**src/rtl/seg7_scan_port_if.sv**
```systemverilog
// Processor-side register bus for the seven-segment scan port.
// The master drives the request; the slave returns registered read data.
interface seg7_scan_port_if;
  logic        cs;
  logic        wr;
  logic        rd_en;
  logic [3:0]  addr;
  logic [15:0] wdata;
  logic [15:0] rdata;

  modport master (output cs, output wr, output rd_en, output addr, output wdata, input rdata);
  modport slave  (input cs, input wr, input rd_en, input addr, input wdata, output rdata);
endinterface

```
**src/rtl/seg7_scan_port.sv**
```systemverilog
// Memory-mapped seven-segment display peripheral: per-digit registers, a control word,
// and a prescaled, guard-blanked, active-low multiplexed scan with registered readback.
module seg7_scan_port #(
  parameter int NDIG     = 8,
  parameter int PRESCALE = 50000,
  parameter int GUARD    = 500
) (
  input  logic            Clock,
  input  logic            Resetn,
  seg7_scan_port_if.slave bus,
  output logic [7:0]      seg_n,
  output logic [NDIG-1:0] dig_n
);

  localparam int PW = $clog2(PRESCALE);
  localparam int IW = (NDIG > 1) ? $clog2(NDIG) : 1;
  localparam logic [PW-1:0] P_LAST  = PW'(PRESCALE - 1);
  localparam logic [PW-1:0] P_GUARD = PW'(GUARD);
  localparam logic [IW-1:0] I_LAST  = IW'(NDIG - 1);
  localparam logic [15:0]   DIG_MASK  = 16'h80FF;
  localparam logic [15:0]   CTRL_MASK = 16'hFF01;
  localparam logic [3:0]    CTRL_ADDR = 4'b1000;

  logic [15:0]     digit_q [NDIG];
  logic [15:0]     digit_d [NDIG];
  logic [15:0]     ctrl_q, ctrl_d;
  logic [15:0]     rdata_q, rdata_d;
  logic [PW-1:0]   p_q, p_d;
  logic [IW-1:0]   i_q, i_d;
  logic [7:0]      seg_q, seg_d;
  logic [NDIG-1:0] dig_q, dig_d;

  logic            wr_en;
  logic [15:0]     rd_val;
  logic [15:0]     cur_digit;
  logic [7:0]      blank_mask;
  logic [6:0]      pattern_n;

  // Active-low g..a pattern for a hex nibble
  function automatic logic [6:0] hex_seg_n(input logic [3:0] nib);
    logic [6:0] s;
    case (nib)
      4'h0: s = 7'h40;
      4'h1: s = 7'h79;
      4'h2: s = 7'h24;
      4'h3: s = 7'h30;
      4'h4: s = 7'h19;
      4'h5: s = 7'h12;
      4'h6: s = 7'h02;
      4'h7: s = 7'h78;
      4'h8: s = 7'h00;
      4'h9: s = 7'h10;
      4'hA: s = 7'h08;
      4'hB: s = 7'h03;
      4'hC: s = 7'h46;
      4'hD: s = 7'h21;
      4'hE: s = 7'h06;
      4'hF: s = 7'h0E;
      default: s = 7'h7F;
    endcase
    return s;
  endfunction

  always_comb begin
    wr_en  = bus.cs & bus.wr;
    rd_val = 16'h0000;
    for (int k = 0; k < NDIG; k++) begin
      rd_val     = (bus.addr == 4'(k)) ? digit_q[k] : rd_val;
      digit_d[k] = (wr_en && (bus.addr == 4'(k))) ? (bus.wdata & DIG_MASK) : digit_q[k];
    end
    rd_val  = (bus.addr == CTRL_ADDR) ? ctrl_q : rd_val;
    ctrl_d  = (wr_en && (bus.addr == CTRL_ADDR)) ? (bus.wdata & CTRL_MASK) : ctrl_q;
    rdata_d = (bus.cs && bus.rd_en) ? rd_val : rdata_q;
  end

  // Scan counters freeze the digit index while disabled so re-enable resumes in place
  always_comb begin
    p_d = p_q;
    i_d = i_q;
    if (ctrl_q[0]) begin
      if (p_q == P_LAST) begin
        p_d = '0;
        i_d = (i_q == I_LAST) ? '0 : i_q + IW'(1);
      end else begin
        p_d = p_q + PW'(1);
        i_d = i_q;
      end
    end else begin
      p_d = '0;
      i_d = i_q;
    end
  end

  always_comb begin
    cur_digit = 16'h0000;
    for (int k = 0; k < NDIG; k++) begin
      cur_digit = (i_q == IW'(k)) ? digit_q[k] : cur_digit;
    end
    blank_mask = ctrl_q[15:8];
    pattern_n  = cur_digit[15] ? hex_seg_n(cur_digit[3:0]) : ~cur_digit[6:0];
    seg_d      = 8'hFF;
    dig_d      = '1;
    if (!ctrl_q[0] || (p_q < P_GUARD) || blank_mask[3'(i_q)]) begin
      seg_d = 8'hFF;
      dig_d = '1;
    end else begin
      seg_d = {~cur_digit[7], pattern_n};
      dig_d = ~(NDIG'(1) << i_q);
    end
  end

  always_ff @(posedge Clock) begin
    if (!Resetn) begin
      for (int k = 0; k < NDIG; k++) begin
        digit_q[k] <= 16'h0000;
      end
      ctrl_q  <= 16'h0001;
      rdata_q <= 16'h0000;
      p_q     <= '0;
      i_q     <= '0;
      seg_q   <= 8'hFF;
      dig_q   <= '1;
    end else begin
      for (int k = 0; k < NDIG; k++) begin
        digit_q[k] <= digit_d[k];
      end
      ctrl_q  <= ctrl_d;
      rdata_q <= rdata_d;
      p_q     <= p_d;
      i_q     <= i_d;
      seg_q   <= seg_d;
      dig_q   <= dig_d;
    end
  end

  assign bus.rdata = rdata_q;
  assign seg_n     = seg_q;
  assign dig_n     = dig_q;

endmodule

```
**src/flat_wrapper.sv**
```systemverilog
// flat-port wrapper written by rule: the top's interface ports become plain ports
module seg7_scan_port_flat 
#(
  parameter int NDIG     = 8,
  parameter int PRESCALE = 50000,
  parameter int GUARD    = 500
)
  (Clock, Resetn, seg_n, dig_n, bus_cs, bus_wr, bus_rd_en, bus_addr, bus_wdata, bus_rdata);
  seg7_scan_port_if bus_i ();
  input  logic Clock;
  input  logic Resetn;
  output logic [7:0] seg_n;
  output logic [NDIG-1:0] dig_n;
  input wire logic [$bits(bus_i.cs)-1:0] bus_cs;
  input wire logic [$bits(bus_i.wr)-1:0] bus_wr;
  input wire logic [$bits(bus_i.rd_en)-1:0] bus_rd_en;
  input wire logic [$bits(bus_i.addr)-1:0] bus_addr;
  input wire logic [$bits(bus_i.wdata)-1:0] bus_wdata;
  output wire logic [$bits(bus_i.rdata)-1:0] bus_rdata;
  assign bus_i.cs = bus_cs;
  assign bus_i.wr = bus_wr;
  assign bus_i.rd_en = bus_rd_en;
  assign bus_i.addr = bus_addr;
  assign bus_i.wdata = bus_wdata;
  assign bus_rdata = bus_i.rdata;
  seg7_scan_port #(.NDIG(NDIG), .PRESCALE(PRESCALE), .GUARD(GUARD)) u_core (.Clock(Clock), .Resetn(Resetn), .bus(bus_i), .seg_n(seg_n), .dig_n(dig_n));
endmodule
```
**config.mk**
```make
export PLATFORM = sky130hd
export DESIGN_NAME = seg7_scan_port_flat
export DESIGN_NICKNAME = d
export VERILOG_FILES = /design/src/rtl/seg7_scan_port_if.sv /design/src/rtl/seg7_scan_port.sv /design/src/flat_wrapper.sv
export SDC_FILE = /design/constraint.sdc
export NUM_CORES = 1
export LEC_CHECK = 0
export ABC_AREA = 1
export CORE_MARGIN = 3
export CORE_UTILIZATION = 45
export CTS_CLUSTER_DIAMETER = 80
export DETAILED_ROUTE_END_ITERATION = 8
export SLEW_MARGIN = 40
export SYNTH_ARGS = -nofsm -noshare
export SYNTH_HDL_FRONTEND = slang
export SYNTH_SLANG_ARGS = --single-unit
```
**constraint.sdc**
```tcl
create_clock -name Clock -period 5.5 [get_ports Clock]
set_input_delay 1.1 -clock Clock [delete_from_list [all_inputs] [get_ports Clock]]
set_output_delay 1.1 -clock Clock [all_outputs]
set_load 0.05 [all_outputs]
```
==> results_dict.tcl <==
set metrics [dict create \
    via_per_inst 5.42 \
    ios 57 \
    maxCapViolCount 0 \
    numCtsBuffers 17 \
    grt_pass1_wl_um 31200 \
    synth_seq_area_share_pct 41.3 \
    mostFrequentLayoutCells "nand2_1, dfxtp_1, inv_1, a21oi_1, o21ai_0" \
    cpPeakStageDelay_ns 0.45 \
    area_growth_pct 19.2 \
    multi_input_area_um2 3070 \
    cp_max_fo 11 \
    yosys_warnings 0 \
    vias 6251 \
    min_period_ns 3.11 \
    p_leak_uw 0.00287 \
    power_density_nw_per_um2 299 \
    cts_hold_buf 0 \
    num_rows 42 \
    cts_tree "built" \
    ir_drop_mv 0.199 \
    clockBufferDepth 2 \
    ant_nets 0 \
    wl_um 19400 \
    status "complete, no violations" \
    synth_area_um2 6400 \
    cts.clk_slew.worst_paths_ns 0.06 \
    grt_max_degree 82 \
    rsz0062_at_grt "false" \
    relSlewSlack_pct 49.3 \
    post-dp-hpwl_um 13700 \
    mostFrequentLayoutCell "nand2_1" \
    drc 0 \
    nets 1000 \
    worst_pin_slew_ns 0.761 \
    synth_cell_types 43 \
    grt_pass1_vias 5937 \
    seqCellArea_um2 2640 \
    coreArea_um2 13600 \
    syn_inst 925 \
    insertion_delay_ns 0.43 \
    cp-start-kind "flop" \
    numPortBuffers 56 \
    drtIter0Drc 601 \
    grt_use_total_pct 24.9 \
    wl_per_cell_um 16.8 \
    dr.pass1.iters 5 \
    utilization_pct 56.3 \
    diodes 0 \
    cts-root-buf "clkbuf_16" \
    slowest_stage "dfxtp_1" \
    crit_required_ns 5.79 \
    hold_violations 0 \
    dp_cells 1122 \
    crit_arrival_ns 3.40 \
    post_cts_resized 0 \
    endpoint_kind "flop" \
    gp_congestion 0.876 \
    overflow 0 \
    postCtsSetupBuffers 0 \
    hold_class "flop to flop" \
    die_h_um 125 \
    slew_viol_final 0 \
    postSynthAreaPerCell_um2 6.92 \
    synth-seq-cells 132 \
    instances_no_fill 1154 \
    finalCritPeriodShare_pct 56.5 \
    dieArea_um2 15700 \
    finalSetupTns_ns 0 \
    fp.dieW_um 125 \
    antenna_found_initial 0 \
    setup_violations 0 \
    drive_gt1_share_pct 6.03 \
    crit_type "flop to flop" \
    clkSinkCount 132 \
    fillCellCount 1312 \
    cts.htree.levels 4 \
    syn-num-nets 960 \
    max_freq_mhz 322 \
    crit_path_cell_trace "inv_1, ha_1, nand2_1, clkinv_1, a21oi_1, nand2_2, nand2_4, inv_1, ha_1, inv_1, a21oi_1, nor2_1, nand2_1, nand2_1, nand3_1" \
    start_util_pct 47.2 \
    clock_skew_ns 0.00810 \
]
## critical path, delay by kind of cell, from the launching register on
| family | cells | cell delay, ns |
|---|---|---|
| simple gates | 7 | 0.83 |
| buf+inv | 4 | 0.77 |
| fa+ha+maj | 2 | 0.57 |
| flops | 1 | 0.45 |
| compound gates | 2 | 0.30 |
## cell usage after synthesis (all sizes together)
cell / count / area [um2]
xnor2: 1 / 8.76
o21a: 1 / 7.51
a2111oi: 1 / 8.76
nand3: 45 / 235
nand2: 182 / 731
nand4: 12 / 75.1
nor3b: 3 / 22.5
o21ai: 117 / 589
a41oi: 1 / 8.76
o211ai: 10 / 75.1
buf: 9 / 67.6
xor2: 1 / 8.76
nor2: 63 / 244
or2: 1 / 6.26
nor3: 18 / 95.1
o22ai: 9 / 56.3
clkinv: 5 / 25.0
a21oi: 129 / 657
dfxtp: 132 / 2640
clkbuf: 27 / 103
ha: 10 / 125
inv: 132 / 498
a211oi: 11 / 82.6
and3: 3 / 18.8
and2: 1 / 6.26
nor4: 1 / 6.26
## cell families (layout without fill, tap and decap cells)
logic type               after synthesis  count (layout)  share of synthesized area [%]
flip-flops                           132             132                           41.3
AO/OA/AOI/OAI                        279             279                           23.2
adder cells (fa/ha/maj)               10              10                           1.95
XOR/XNOR                               2               2                          0.274
buffers and inverters                173             226                           10.8
AND/OR/NAND/NOR                      329             329                           22.5
## path summary, 6_finish.rpt
kind	startpoint	endpoint	slack (ns)	cells after the start
max reg2reg	u_core.i_q[0]$_SDFFE_PN0P_	u_core.seg_n[3]$_SDFF_PP1_	2.39	15
min	u_core.p_q[0]$_SDFF_PP0_	u_core.p_q[0]$_SDFF_PP0_	0.44	1
min reg2reg	u_core.p_q[0]$_SDFF_PP0_	u_core.p_q[0]$_SDFF_PP0_	0.44	1
max	u_core.i_q[0]$_SDFFE_PN0P_	u_core.seg_n[3]$_SDFF_PP1_	2.39	15
## where the power goes
part | switching, uW | internal (uW) | total (uW) | leakage, uW
Combinational | 87.5 | 41.1 | 129 | 0.00150
Clock | 424 | 755 | 1180 | 0.000305
Sequential | 6.83 | 970 | 977 | 0.00107
## through the flow
| step | worst slack (ns) | power [uW] | cell area, um2 | hold slack [ns] |
|---|---|---|---|---|
| after floorplan | 3.04 | 1070 | 6400 | 0.418 |
| after detailed placement | 2.04 | 1120 | 7020 | 0.441 |
| after global routing | 2.11 | 2350 | 7630 | 0.473 |
| final | 2.39 | 2280 | 7630 | 0.441 |
| after global placement | 2.00 | 1120 | 7020 | 0.428 |
| after CTS | 2.43 | 2300 | 7630 | 0.449 |
## area by class of cell
cell class	instances	area share (%)
multi-input combinational	620	40.3
sequential	132	34.6
timing repair buffer	57	7.38
inverter	137	6.85
clock buffer	22	6.34
tap	176	2.88
clock inverter	10	1.67
## routing by layer
layer / part of all wire, % / wire length (um) / GRT usage [%] / vias to the layer above
met5: 0 / 0 / 0 / -
met4: 3.4 / 654 / 11.2 / 0
met3: 6.2 / 1210 / 5.93 / 42
met2: 45 / 8680 / 39.0 / 195
met1: 46 / 8860 / 32.9 / 2876
li1: - / - / - / 3138
## registers in the layout, indices dropped and copies added (netlist names)
name / cells
u_core.seg_n: 8
u_core.ctrl_q: 9
u_core.i_q: 3
u_core.digit_q: 72
u_core.p_q: 16
u_core.bus.rdata: 16
u_core.dig_n: 8
Note: power is estimated with default switching activity, not from simulation.
